**config.mk**
```make
export PLATFORM = sky130hd
export DESIGN_NAME = simon_tx_packer
export DESIGN_NICKNAME = d
export VERILOG_FILES = /design/src/rtl/simon_tx_packer.sv
export SDC_FILE = /design/constraint.sdc
export NUM_CORES = 1
export LEC_CHECK = 0
export CORE_AREA = 8 8 147 149
export CTS_CLUSTER_SIZE = 10
export DETAILED_ROUTE_END_ITERATION = 12
export DIE_AREA = 0 0 155 157
export GPL_ROUTABILITY_DRIVEN = 0
export GPL_TIMING_DRIVEN = 0
export PLACE_DENSITY_LB_ADDON = 0.05
export SYNTH_ARGS = -nofsm -noshare
export SYNTH_HDL_FRONTEND = slang
export SYNTH_SLANG_ARGS = --single-unit
```
**constraint.sdc**
```tcl
create_clock -name clk_100MHz -period 2.6 [get_ports clk_100MHz]
set_input_delay 0.52 -clock clk_100MHz [delete_from_list [all_inputs] [get_ports clk_100MHz]]
set_output_delay 0.52 -clock clk_100MHz [all_outputs]
set_load 0.01 [all_outputs]
```
**src/rtl/simon_tx_packer.sv**
```systemverilog
// Serialises a latched result word into the UART TX FIFO one byte per cycle, LSB byte first,
// optionally followed by a CR/LF terminator.
module simon_tx_packer #(
    parameter int unsigned WORD_BYTES  = 16,
    parameter bit          APPEND_CRLF = 1'b1
) (
    input  logic                    clk_100MHz,
    input  logic                    reset,
    input  logic                    start,
    input  logic [8*WORD_BYTES-1:0] data_in,
    input  logic                    tx_full,
    output logic                    wr_uart,
    output logic [7:0]              wr_data,
    output logic                    busy,
    output logic                    done
);

    localparam int unsigned CW = $clog2(WORD_BYTES + 2);
    // Count keeps running through the terminator, so CR and LF sit at WORD_BYTES and +1.
    localparam logic [CW-1:0] CntLast = CW'(WORD_BYTES - 1);
    localparam logic [CW-1:0] CntCr   = CW'(WORD_BYTES);
    localparam logic [CW-1:0] CntLf   = CW'(WORD_BYTES + 1);

    typedef enum logic [1:0] {StIdle, StSend, StTerm, StDone} state_e;

    state_e                  state_q;
    logic [8*WORD_BYTES-1:0] sreg_q;
    logic [CW-1:0]           count_q;
    logic                    busy_q;
    logic                    done_q;

    always_comb begin
        wr_uart = reset && !tx_full && ((state_q == StSend) || (state_q == StTerm));
        wr_data = 8'h00;
        unique case (state_q)
            StSend:  wr_data = sreg_q[7:0];
            StTerm:  wr_data = (count_q == CntCr) ? 8'h0D : 8'h0A;
            default: wr_data = 8'h00;
        endcase
    end

    assign busy = busy_q;
    assign done = done_q;

    always_ff @(posedge clk_100MHz) begin
        if (!reset) begin
            state_q <= StIdle;
            sreg_q  <= '0;
            count_q <= '0;
            busy_q  <= 1'b0;
            done_q  <= 1'b0;
        end else begin
            unique case (state_q)
                StIdle: begin
                    count_q <= '0;
                    if (start) begin
                        sreg_q  <= data_in;
                        busy_q  <= 1'b1;
                        state_q <= StSend;
                    end
                end
                StSend: begin
                    if (wr_uart) begin
                        sreg_q  <= sreg_q >> 8;
                        count_q <= count_q + 1'b1;
                        if (count_q == CntLast) begin
                            if (APPEND_CRLF) begin
                                state_q <= StTerm;
                            end else begin
                                state_q <= StDone;
                                busy_q  <= 1'b0;
                                done_q  <= 1'b1;
                            end
                        end
                    end
                end
                StTerm: begin
                    if (wr_uart) begin
                        count_q <= count_q + 1'b1;
                        if (count_q == CntLf) begin
                            state_q <= StDone;
                            busy_q  <= 1'b0;
                            done_q  <= 1'b1;
                        end
                    end
                end
                StDone: begin
                    done_q  <= 1'b0;
                    count_q <= '0;
                    state_q <= StIdle;
                end
                default: state_q <= StIdle;
            endcase
        end
    end

endmodule
```
# Word-level counts from Yosys, hierarchy flattened
# Cells that the tools add are included.
# Widths: inputs -> output; s select.
[classes]
reduce_logical = 14
mux = 20
add_sub_neg = 1
eq_ne = 12
[op_table]
columns = ["operator", "n"]
rows = [
  ["$mux 128", 2],
  ["$pmux 128 s2", 1],
  ["$pmux 8 s2", 1],
  ["$eq 5x5->1 const B", 2],
  ["$mux 2", 5],
  ["$pmux 5 s2", 1],
  ["$pmux 2 s4", 1],
  ["$ne 2x1->1 const B", 3],
  ["$ne 2x2->1 const B", 3],
  ["$reduce_and 3->1", 2],
  ["$reduce_bool 2->1", 3],
  ["$add 5x1->5 const B", 1],
  ["$eq 5x4->1 const B", 1],
  ["$mux 1", 5],
  ["$mux 5", 1],
  ["$reduce_and 5->1", 1],
  ["$eq 2x2->1 const B", 2],
  ["$pmux 1 s2", 2],
  ["$reduce_and 4->1", 1],
  ["$reduce_or 2->1", 2],
  ["$mux 3", 1],
  ["$eq 2x1->1 const B", 1],
  ["$logic_and 1x1->1", 2],
  ["$logic_not 2->1", 1],
  ["2 further kinds", 2],
]
[totals]
ff_bits = 137
elab_cells = 52
out_inout_bits = 11

# Logic depth before layout (Yosys ltp)
# Gate-level depths: netlist of run 1.
[depth]
word_depth = 5
depth_mapped = 10

# Worst setup path after synthesis of run 1
# No wires, ideal clock.
[synth_timing]
kind = "flip-flop to flip-flop"
from = "reg state_q[0]"
to = "reg sreg_q[4]"
period_less_slack_ps = 1826
t_required_ps = 2454
path_slack_ps = 774
path_buffers = 3
path_stages_with_launch = 10
setup_ps = 146
t_arrival_ps = 1680
cell_sequence = "dfxtp_1 inv_1 ha_1 and4b_1 o21a_1 buf_2 buf_6 buf_6 nor2_1 a211oi_2"
[synth_via]
elab_chain_cells = 5
[synth_rtl]
columns = ["item", "line", "source"]
rows = [
  ["start: declaration", "26", "state_e state_q;"],
  ["start signal: assignment", "47", "state_q <= StIdle;"],
  ["start signal: assignment", "59", "state_q <= StSend;"],
  ["start signal: assignment", "68", "state_q <= StTerm;"],
  ["$eq 2x1->1 or $eq 2x2->1 (tied branches)", "33, 53", ""],
  ["$logic_or 1x1->1", "33", "wr_uart = reset && !tx_full && ((state_q == StSend) || (state_q == StTerm));"],
  ["$logic_and 1x1->1", "33", ""],
  ["$ne 2x2->1 (no source line)", "n/a", ""],
  ["$reduce_and 3->1 (no source line)", "n/a", ""],
  ["end signal: assignment", "57", "sreg_q <= data_in;"],
  ["end signal: assignment", "64", "sreg_q <= sreg_q >> 8;"],
  ["end: declaration", "27", "logic [8*WORD_BYTES-1:0] sreg_q;"],
]
# Several ways; a longest one is shown, not always the timed one.
# A chain may end at the register's enable or synchronous reset.

# Worst setup path after layout of run 1
[layout_timing]
from = "reg state_q[0]"
to = "out wr_data[3]"
[layout_via]
elab_chain_cells = 2
[layout_rtl]
columns = ["item", "line", "source"]
rows = [
  ["$eq 2x2->1 or $eq 2x1->1 (tied branches)", "35", "unique case (state_q)"],
  ["$pmux 8 s2 (*)", "35", ""],
  ["end: declaration", "13", "output logic [7:0] wr_data,"],
]
# Mark *: on every way between the ends. The rest lies on a longest branch, timed or not.

==> results.md, run 1 <==
* Family with the most delay on the worst path: buffers and inverters
* Slew at the pin closest to its max-slew limit at between 700 and 800 ps
* DR WL/cell at approximately 17 um
* Buffers from clock root to sink, at most at 2
* First-pass iteration count of the detailed router at 4
* Number of placement rows at 51
* Critical Path End Type: primary output
* Min cycle time layout at ~2500 ps
* Cell with the biggest individual delay on the critical path: sky130_fd_sc_hd__clkdlybuf4s50_1
* Final design utilization at 46.5%
* Number of antenna violations at the first check in global routing at 0
* Number of DRC violations after detailed-routing iteration 0 at 205
* Fin worst setup slack at about 110 ps
* Number of nets in the layout at 938
* Number of buffers added by the clock tree synthesis step at 17
* Critical path launch point: state_q[0]
* GRT Overall Usage at 15.3%
* Routed wire length at 18700 um
* Maximum Capacitance Violations at 0
* Total setup buffers inserted after CTS at 0
* Via/cell ratio at about 4.9
* Clock-pin transition on the worst setup and hold timing paths at 70 ps
* Count of input and output buffers at 141
* Worst Path Required at 2080 ps
* Post-synth EDFFs at 0
* Layer with the highest usage after global routing: met2
* Initial core utilization at 34.3%
* Fraction of the cycle the final worst path needs at between 90 and 100%
* TritonCTS clock tree: yes
* Highest clock rate at approximately 400 MHz
* Max-slew headroom at between 40% and 50%
* Netlist cell types at 34
* Library cell used as clock root buffer: sky130_fd_sc_hd__clkbuf_16
* Die X-Extent at between 150 and 200 um
* Post-Route Skew at 8.65 ps
* Post-synthesis cell area at between 0.006 and 0.007 mm2
* Pin count of the biggest net entering global routing at 17
* Die area at 0.0243 mm2
* Worst slack after detailed placement at -17.8 ps
* Final cell count without fillers at around 1.1k
* Crit-path max FO at 7
* Drt drc at 0
* Global routing usage on met1 at 18.3%
* Delay of the slowest cell on the worst path at between 500 and 600 ps
* Antenna Violating Nets Remaining at 0
* Hold_sp: tx_full
* Static leakage at roughly 3.2 nW
* Number of global-route vias before repair at between 5k and 6k
* Number of top-level design ports at ~140
* Setup repair after global routing missed its margin: false
* Cell count after placement at around 1.0k
* Minimum setup slack among reg-to-reg paths at 430 ps
* Sequential cell area fraction in the yosys report at a little over two fifths
* Count of yosys warnings during synthesis at 0
* Filler cell count in the final layout at around 1.8k
* Total clock sinks at roughly 140
* H-tree depth reported by CTS at 4
* FFs w/ async S/R, synth at 0%
* Number of nets produced by synthesis at 780
* Kind of launch point of the worst setup path: register
* Overall overflow remaining after global route at 0
* Final-report setup violation count at 0
* First-pass GRT wire length at just under 30000 um
* Maximum resistive drop on vdd at approximately 0.52 mV
* Layout cell share with drive strength beyond 1 at between 10% and 20%
* Average footprint of a synthesized cell at roughly 10 um2
* Synth-to-Final Area Change at 35.5%
* Count of vias placed by the detailed router at around 5.2k
* Run status: completed
* Post-detailed-placement half-perimeter wirelength at 14400 um
* Final hold violation count at 0
* Die outline height at roughly 160 um
* Count of pins over their slew limit at 0
* Skew-Pair Late Insertion Delay at 420 ps
* Start of the worst register-to-register path: state_q[0]
* Std-Cell Core Area at about 0.019 mm2
* Areal power density over the cells at about 1200 mW/mm2
* Post-synthesis instance total at between 600 and 700
* M2 GR Usage at between 20% and 30%
* Met3 GRT Util at 4.25%
* Hold Path Class: primary input to register
* Setup Crit Path Kind: register to primary output
* Antenna cells at 0
* Number of buffers and inverters on the critical path at 2
* Commonest register cell after synthesis: sky130_fd_sc_hd__dfxtp_1
* Cell chain of the critical path: inv_1 > ha_2 > nor2b_1 > clkdlybuf4s50_1
* Arrival time reported for the critical path endpoint at slightly below 2000 ps
* FF+latch count, synth at 137
* Final Power at between 10 and 15 mW
[timing repair]
| action | in CTS | in global routing |
|---|---|---|
| gates resized for setup | 9 | 1 |
| pin swaps | 0 | 0 |
| hold buffers | 0 | 0 |
| endpoints found under the setup margin | 9 | 1 |
[metrics by stage]
step | hold WS, ps | TNS [ps] | instance area, um2
final | 420 | 0 | 8930
after global routing | 428 | 0 | 8930
after CTS | 400 | 0 | 8920
after detailed placement | 488 | -35.3 | 8330
after global placement | 488 | -33.7 | 8330
after floorplan | 468 | 0 | 6590
[sequential cells by signal, indices dropped and copies added (netlist names)]
name     cells
sreg_q     128
count_q      5
state_q      2
busy         1
done         1
[layer usage]
layer | wire (um) | up-vias
met2 | 8970 | 115
met1 | 8460 | 2474
li1 | - | 2624
met5 | 0 | -
met3 | 913 | 23
met4 | 384 | 0
[Yosys cell counts, types with 2 or more instances]
master | number | area share, %
sky130_fd_sc_hd__a211oi_2 | 80 | 15
sky130_fd_sc_hd__a211oi_1 | 40 | 4.6
sky130_fd_sc_hd__a22oi_1 | 8 | 0.91
sky130_fd_sc_hd__ha_1 | 8 | 1.5
sky130_fd_sc_hd__dfxtp_1 | 137 | 42
sky130_fd_sc_hd__mux2i_1 | 122 | 19
sky130_fd_sc_hd__nor2b_1 | 4 | 0.38
sky130_fd_sc_hd__buf_6 | 13 | 2.2
sky130_fd_sc_hd__inv_1 | 8 | 0.46
sky130_fd_sc_hd__o21a_1 | 2 | 0.23
sky130_fd_sc_hd__buf_2 | 21 | 1.6
sky130_fd_sc_hd__xor2_1 | 2 | 0.27
sky130_fd_sc_hd__nand3_1 | 3 | 0.23
sky130_fd_sc_hd__clkbuf_1 | 22 | 1.3
sky130_fd_sc_hd__buf_4 | 2 | 0.23
sky130_fd_sc_hd__nand2_1 | 6 | 0.34
sky130_fd_sc_hd__nor2_1 | 137 | 7.8
sky130_fd_sc_hd__a21boi_0 | 2 | 0.23
sky130_fd_sc_hd__and2_1 | 4 | 0.38
sky130_fd_sc_hd__a21oi_1 | 5 | 0.38
[layout by cell type (no fill, tap or decap), drive strengths merged, types with 2 or more instances in the layout]
master and count:
nand2 6, ha 8, nand3 3, clkinvlp 7
nor2b 4, dlygate4sd2 4, a22oi 8, a211oi 120
nor2 137, a21oi 5, xor2 2, clkinv 3
and2 4, inv 9, clkdlybuf4s50 137, a21boi 2
o21a 2, bufinv 2, clkbuf 39, buf 36
dfxtp 137, mux2i 122
[final timing paths]
check,endpoint,cells past startpoint
hold reg to reg,state_q[1],2
setup / recovery,wr_data[3],4
setup reg to reg,sreg_q[6],8
hold / removal,count_q[1],3
[cells by family after synthesis]
family / share of synthesized area [%]
compound gates: 22.3
xor+xnor: 0.399
mux: 18.5
buf+inv: 5.75
fa+ha+maj: 1.52
simple gates: 9.93
flops: 41.6
[layout make-up]
| cell class | count | area (um2) | area share [%] |
|---|---|---|---|
| Timing Repair Buffer | 141 | 1410 | 15.8 |
| Inverter | 8 | 30.0 | 0.336 |
| Multi-Input combinational cell | 437 | 3480 | 39.0 |
| Clock inverter | 13 | 148 | 1.65 |
| Clock buffer | 19 | 443 | 4.96 |
| Buffer | 56 | 345 | 3.87 |
| Sequential cell | 137 | 2740 | 30.7 |
| Tap cell | 265 | 332 | 3.71 |
[power breakdown]
group	switching [mW]	internal (mW)	total, mW	leakage, nW
clock network	0.970	1.44	2.41	0.264
registers	0.387	2.83	3.21	1.13
logic	3.07	2.34	5.41	1.84
[tightest hold or removal path, cell delays in order]
cell,delay [ps]
sky130_fd_sc_hd__buf_4,140
sky130_fd_sc_hd__mux2i_1,80
sky130_fd_sc_hd__nor2_1,70
Power figures use the tool's default switching activity.
==> run 2: changes to the inputs <==
--- a/config.mk
+++ b/config.mk
@@ -12,6 +12,7 @@
 export GPL_ROUTABILITY_DRIVEN = 0
 export GPL_TIMING_DRIVEN = 0
 export PLACE_DENSITY_LB_ADDON = 0.05
+export SLEW_MARGIN = 15
 export SYNTH_ARGS = -nofsm -noshare
 export SYNTH_HDL_FRONTEND = slang
 export SYNTH_SLANG_ARGS = --single-unit
==> constraint.sdc (replaced) <==
create_clock -name clk_100MHz -period 2.3 [get_ports clk_100MHz]
set_input_delay 0.46 -clock clk_100MHz [delete_from_list [all_inputs] [get_ports clk_100MHz]]
set_output_delay 0.46 -clock clk_100MHz [all_outputs]
set_load 0.01 [all_outputs]
==> run 2 against run 1 <==
Effect of this change: sequential cell count unchanged; critical endpoint is now wr_uart; largest power group unchanged; first-iteration DRC count did not move; critical path type unchanged; total power increased by 14%; wire length rose by 0.43%; clock skew up 2.6 ps; highest routed layer unchanged; register-to-register slack worse by 280 ps; combinational power increased by 14%; cell count increased by 0.19%; final area is 0.41% higher; largest cell class unchanged.
==> results.md, run 2 (synthesis results as in run 1) <==
* Run status: completed
* Critical path launch point: state_q[0]
* Kind of launch point of the worst setup path: register
* Cell depth of the worst flop-to-flop path at 8 (unchanged)
* Library cell used as clock root buffer: sky130_fd_sc_hd__clkbuf_16
* Setup repair after global routing missed its margin: true
* Part of the total power dissipated in sequential elements at 29.0% (about the same)
* Number of antenna violations at the first check in global routing at 0 (unchanged)
* TritonCTS clock tree: yes
* Number of buffers added by the clock tree synthesis step at 17 (unchanged)
* Filler cell count in the final layout at 1838 (-0.22%)
* DR WL/cell at 17.4 um (+0.25%)
* Synth-to-Final Area Change at 36.0%
* Final-report setup violation count at 0 (unchanged)
* Flip-flop count of the largest register, all copies and words added at 128 (unchanged)
* Maximum Capacitance Violations at 0 (unchanged)
* Overall overflow remaining after global route at 0 (unchanged)
* Setup Crit Path Kind: register to primary output
* Initial core utilization at 34.3% (unchanged)
* Min cycle time layout at approximately 2300 ps
* Family with the most delay on the worst path: adder cells
* Clock-pin transition on the worst setup and hold timing paths at 70 ps (about the same)
* Cell with the biggest individual delay on the critical path: sky130_fd_sc_hd__ha_2
* Skew-Pair Late Insertion Delay at 420 ps (about the same)
* Delay of the slowest cell on the worst path at 400 ps (-150 ps)
* Layout cell share with drive strength beyond 1 at 19.9% (+0.94 points)
* GRT Overall Usage at 15.4% (+0.041 points)
* Std-Cell Core Area at 0.0192 mm2 (unchanged)
* Antenna cells at 0 (unchanged)
* Final cell count without fillers at 1078 (+0.19%)
* Commonest cells after routing, fill and taps aside: sky130_fd_sc_hd__nor2_1, sky130_fd_sc_hd__dfxtp_1, sky130_fd_sc_hd__clkdlybuf4s50_1
* H-tree depth reported by CTS at 4 (unchanged)
* Post-Route Skew at 11.3 ps (+2.64 ps)
* Start of the worst register-to-register path: state_q[0]
* Arrival time reported for the critical path endpoint at 1790 ps (-180 ps)
* Maximum resistive drop on vdd at 0.590 mV (+13%)
* Hold_buf cts at 0 (unchanged)
* Critical Path End Type: primary output
* Fraction of the cycle the final worst path needs at ~98%
* Switching share of total power at 40.1% (+0.054 points)
* Hold Path Class: primary input to register
* End point of the critical path: wr_uart
* Number of top-level design ports at 143 (unchanged)
* Areal power density over the cells at 1400 mW/mm2 (+13%)
* Count of input and output buffers at 141 (unchanged)
* Max-slew headroom at 48.9% (-0.21 points)
* Antenna Violating Nets Remaining at 0 (unchanged)
* Die area at 0.0243 mm2 (unchanged)
* Number of DRC violations after detailed-routing iteration 0 at 205 (unchanged)
* Minimum setup slack among reg-to-reg paths at 150 ps (-280 ps)
* Endpoint of the lowest-slack register-to-register path: sreg_q[6]
* Worst slack after detailed placement at -258 ps (-240 ps)
* Crit-path max FO at 7 (unchanged)
* First-pass iteration count of the detailed router at 4 (unchanged)
* Via/cell ratio at 4.85 (-0.34%)
* Drt drc at 0 (unchanged)
* Number of nets in the layout at 940 (+0.21%)
* Slew at the pin closest to its max-slew limit at 761 ps (+3.14 ps)
* Buffers from clock root to sink, at most at 2 (unchanged)
* Routed wire length at 18800 um (+0.43%)
* Switch Pwr at 5.03 mW (+14%)
* Worst Path Required at 1840 ps (-240 ps)
* Critical path depth in cells at 4 (unchanged)
* Count of pins over their slew limit at 0 (unchanged)
* Highest clock rate at 444 MHz
* Cell count after placement at 1046 (unchanged)
* Static leakage at 3.25 nW (+0.64%)
* Die X-Extent at 155 um (unchanged)
* Hold WS at 357 ps (-62.8 ps)
* Number of buffers and inverters on the critical path at 2 (unchanged)
* Most common library cell in the layout ignoring fill and taps: sky130_fd_sc_hd__nor2_1
* Number of global-route vias before repair at 5596 (+0.18%)
* Count of vias placed by the detailed router at 5228 (-0.15%)
* Cell internal power dissipation at 7.50 mW (+13%)
* Die outline height at 157 um (unchanged)
* Final Power at 12.5 mW (+14%)
* Total clock sinks at 137 (unchanged)
* Pin count of the biggest net entering global routing at 17 (unchanged)
* Final hold violation count at 0 (unchanged)
* Biggest register: sreg_q
* Fin worst setup slack at 46.6 ps (-62.3 ps)
* Registers with the most flip-flops: sreg_q (128), count_q (5), state_q (2)
* Number of placement rows at 51 (unchanged)
* Power share of the combinational group at 49.2% (+0.2 points)
* First-pass GRT wire length at 29400 um (+0.26%)
* Post-detailed-placement half-perimeter wirelength at 14400 um (unchanged)
* Cell chain of the critical path: inv_1 > ha_2 > and3b_2 > dlygate4sd2_1
* Proportion of power drawn by the clock network at 21.8% (about the same)
run 2: through the flow:
stage | util [%] | area, um2 | setup TNS (ps)
final | 46.7 | 8960 | 0
after global routing | 46.7 | 8960 | -27.9
after CTS | 46.6 | 8940 | 0
after detailed placement | 43.4 | 8330 | -15520
after global placement | 43.4 | 8330 | -13880
after floorplan | - | 6590 | 0
run 2: power by group through the flow:
stage | clock, mW | sequential (mW) | combinational (mW)
6_report | 2.74 | 3.63 | 6.17
5_1_grt | 2.90 | 3.73 | 6.77
4_1_cts | 2.78 | 3.63 | 6.22
3_5_place_dp | 0 | 3.68 | 6.17
3_3_place_gp | 0 | 3.66 | 6.02
2_1_floorplan | 0 | 3.53 | 4.83
run 2: what timing repair did:
item,in CTS,in global routing
pin swaps,0,0
setup buffers,1,0
gates resized for setup,20,10
cloned,0,0
setup endpoints to repair,9,4
run 2: worst min-delay path: cells and delay by family:
kind	cells	cell delay [ps]
buffers and inverters	1	140
muxes	1	80
and+or+nand+nor	1	70
run 2: worst min path at each step:
stage	from	end	slack, ps	depth (start not counted)
floorplan	count_q[4]	count_q[4]	470	2
global placement	sreg_q[90]	sreg_q[90]	490	2
detailed placement	done	done	490	1
CTS	tx_full	count_q[1]	340	3
global route	tx_full	count_q[4]	370	3
finish	tx_full	count_q[1]	360	3
run 2: final cells by class:
type                            count  area, um2  area share (%)
Buffer                             57        357            3.98
Clock buffer                       19        443            4.94
Clock inverter                     13        148            1.65
Inverter                            8       30.0           0.335
Multi-Input combinational cell    437       3510            39.1
Sequential cell                   137       2750            30.6
Tap cell                          265        332            3.70
Timing Repair Buffer              142       1400            15.6
run 2: layer usage:
| layer | track usage [%] | routed length, um | part of all wire, % | vias up |
|---|---|---|---|---|
| met2 | 25.7 | 9010 | 48 | 112 |
| met4 | 6.11 | 378 | 2.0 | 0 |
| met3 | 4.25 | 921 | 4.9 | 23 |
| met5 | 0 | 0 | 0 | - |
| li1 | - | - | - | 2626 |
| met1 | 18.4 | 8500 | 45 | 2467 |
==> run 3: changes to the inputs <==
--- a/config.mk
+++ b/config.mk
@@ -5,10 +5,10 @@
 export SDC_FILE = /design/constraint.sdc
 export NUM_CORES = 1
 export LEC_CHECK = 0
-export CORE_AREA = 8 8 147 149
+export CORE_AREA = 8 8 123 125
 export CTS_CLUSTER_SIZE = 10
 export DETAILED_ROUTE_END_ITERATION = 12
-export DIE_AREA = 0 0 155 157
+export DIE_AREA = 0 0 131 133
 export GPL_ROUTABILITY_DRIVEN = 0
 export GPL_TIMING_DRIVEN = 0
 export PLACE_DENSITY_LB_ADDON = 0.05
==> run 3 against run 2 <==
Effect of this change: global-route usage rose by 4.7 points; clock power is 7% lower; cell count down 8.5%; hold slack gained 5.1 ps; wire length decreased by 6.9%; sequential cell count unchanged; clock skew is 3.1 ps lower; sequential power is essentially flat; non-clock buffer count shrank 2; worst setup slack got worse by 19 ps.
==> results.md, run 3 (synthesis results as in run 1) <==
* Final hold violation count at 0 (unchanged)
* Buffers from clock root to sink, at most at 2 (unchanged)
* Setup repair after global routing missed its margin: true
* Post-Route Skew at 8.23 ps (-3.06 ps)
* Flip-flop count of the largest register, all copies and words added at 128 (unchanged)
* Start of the worst register-to-register path: state_q[1]
* Arrival time reported for the critical path endpoint at 2590 ps (+800 ps)
* H-tree depth reported by CTS at 4 (unchanged)
* Areal power density over the cells at 1410 mW/mm2 (+0.91%)
* Library cell used as clock root buffer: sky130_fd_sc_hd__clkbuf_16
* Delay of the slowest cell on the worst path at 370 ps (-30 ps)
* Hold_buf cts at 0 (unchanged)
* First-pass iteration count of the detailed router at 4 (unchanged)
* Worst slack after detailed placement at -264 ps (-6.26 ps)
* Synth-to-Final Area Change at 35.0%
* Std-Cell Core Area at 0.0131 mm2 (-32%)
* First-pass GRT wire length at 27800 um (-5.7%)
* Maximum resistive drop on vdd at 0.669 mV (+13%)
* Cell with the biggest individual delay on the critical path: sky130_fd_sc_hd__dfxtp_4
* Die outline height at 133 um (-15%)
* Number of placement rows at 42 (-18%)
* Number of top-level design ports at 143 (unchanged)
* Antenna Violating Nets Remaining at 0 (unchanged)
* Drt drc at 0 (unchanged)
* Most common library cell in the layout ignoring fill and taps: sky130_fd_sc_hd__nor2_1
* Minimum setup slack among reg-to-reg paths at 30 ps (-120 ps)
* Crit-path max FO at 10 (+3)
* Overall overflow remaining after global route at 0 (unchanged)
* Slew at the pin closest to its max-slew limit at 713 ps (-48.5 ps)
* Cell chain of the critical path: inv_1 > ha_1 > buf_6 > buf_4 > and4b_1 > o21a_1 > clkbuf_4 > buf_6 > buf_2 > a211oi_1
* Number of buffers added by the clock tree synthesis step at 17 (unchanged)
* Highest clock rate at 440 MHz (-0.85%)
* Die X-Extent at 131 um (-15%)
* Number of cells on the worst hold path at 3 (unchanged)
* Via/cell ratio at 5.36 (+10%)
* Count of pins over their slew limit at 0 (unchanged)
* Min cycle time layout at 2270 ps (+19.2 ps)
* Skew-Pair Late Insertion Delay at 410 ps (about the same)
* GRT Overall Usage at 20.0% (+4.7 points)
* Hold Path Class: primary input to register
* Setup Crit Path Kind: register to register
* Fraction of the cycle the final worst path needs at 98.8% (+0.84 points)
* Registers with the most flip-flops: sreg_q (128), count_q (5), state_q (2)
* TritonCTS clock tree: yes
* Count of vias placed by the detailed router at 5283 (+1.1%)
* Total clock sinks at 137 (unchanged)
* Initial core utilization at 50.4% (+16 points)
* Antenna cells at 0 (unchanged)
* Kind of launch point of the worst setup path: register
* Commonest cells after routing, fill and taps aside: sky130_fd_sc_hd__nor2_1, sky130_fd_sc_hd__dfxtp_1, sky130_fd_sc_hd__clkdlybuf4s50_1
* Worst Path Required at 2610 ps (+770 ps)
* Pin count of the biggest net entering global routing at 17 (unchanged)
* Worst hold path endpoint: count_q[0]
* Number of DRC violations after detailed-routing iteration 0 at 265 (+29%)
* Run status: completed
* Post-detailed-placement half-perimeter wirelength at 13200 um (-8.5%)
* Count of input and output buffers at 141 (unchanged)
* DR WL/cell at 17.8 um (+1.8%)
* Cell depth of the worst flop-to-flop path at 10 (+2)
* Number of antenna violations at the first check in global routing at 0 (unchanged)
* Accumulated negative setup slack at 0 ps (unchanged)
* Final-report setup violation count at 0 (unchanged)
* Hold WS at 362 ps (+5.14 ps)
* Maximum Capacitance Violations at 0 (unchanged)
* Number of nets in the layout at 938 (-0.21%)
* CP most frequent cell: sky130_fd_sc_hd__buf_6
* Endpoint of the lowest-slack register-to-register path: sreg_q[103]
* Max-slew headroom at 52.5% (+3.6 points)
* Hold_sp: tx_full
* Critical Path End Type: register
* Die area at 0.0174 mm2 (-28%)
* Biggest register: sreg_q
* Number of global-route vias before repair at 5669 (+1.3%)
* Routed wire length at 17500 um (-6.9%)
* Layout cell share with drive strength beyond 1 at 20.4% (+0.44 points)
* Fin worst setup slack at 27.4 ps (-19.2 ps)
* Clock-pin transition on the worst setup and hold timing paths at 60 ps (about the same)
* Static leakage at 3.36 nW (+3.1%)
## run 3: changes by cell type in the layout (fill, tap and decap cells not counted), sizes merged
cell / before / now
buf: 38 / 30
clkdlybuf4s15: 2 / 0
bufinv: 2 / 1
dlymetal6s2s: 0 / 4
clkbuf: 41 / 49
clkinvlp: 7 / 2
inv: 9 / 8
clkinv: 3 / 5
## run 3: what timing repair did
item / 4_1_cts / 5_1_grt
setup buffers: 1 / 0
setup endpoints to repair: 9 / 92
pin swaps: 0 / 1
resized for setup: 10 / 42
## run 3: layout make-up
cell class              instances  area, um2
multi-input cells             437       3540
clock inverters                 8       70.1
inverters                       8       30.0
repair buffers                142       1420
well taps                     176        220
flip-flops and latches        137       2750
clock buffers                  23        488
fillers                      1024       4190
plain buffers                  55        385
## run 3: critical path, delay by kind of cell (launching register included)
family                   cells  cell delay, ps
AND/OR/NAND/NOR              1             220
flip-flops                   1             370
AO/OA/AOI/OAI                2             450
adder cells (fa/ha/maj)      1             210
buffers and inverters        6             910
## run 3: per-stage QoR
stage / area (um2) / utilization (%) / power [mW] / cells
6_report: 8900 / 68.0 / 12.6 / 986
3_5_place_dp: 8220 / 62.8 / 9.77 / 957
4_1_cts: 8800 / 67.3 / 12.4 / 987
2_1_floorplan: 6590 / - / 8.36 / 640
3_3_place_gp: 8220 / 62.8 / 9.52 / 957
5_1_grt: 8900 / 68.0 / 13.3 / 986
## run 3: where the power goes
group          internal (mW)  switching (mW)  total, mW
Combinational           2.81            3.54       6.35
Clock                   1.58           0.972       2.56
Sequential              3.20           0.451       3.65
## run 3: routing by layer
metal  share of wire, %  routed length (um)  global-route usage (%)  vias up
li1                   -                   -                       -     2621
met1                 44                7760                    24.3     2505
met2                 49                8520                    33.5      131
met3                5.1                 898                    4.70       26
met4                1.9                 328                    7.15        0
met5                  0                   0                       0        -
## run 3: worst max path at each step
stage / start / end / cells after the start / slack [ps]
after floorplan: state_q[0] / sreg_q[4] / 9 / 470
after global placement: reset / wr_uart / 4 / -190
after detailed placement: state_q[1] / wr_data[0] / 7 / -260
after CTS: state_q[1] / wr_data[7] / 5 / -10
after global routing: state_q[1] / sreg_q[106] / 10 / -60
final: state_q[1] / sreg_q[103] / 10 / 30
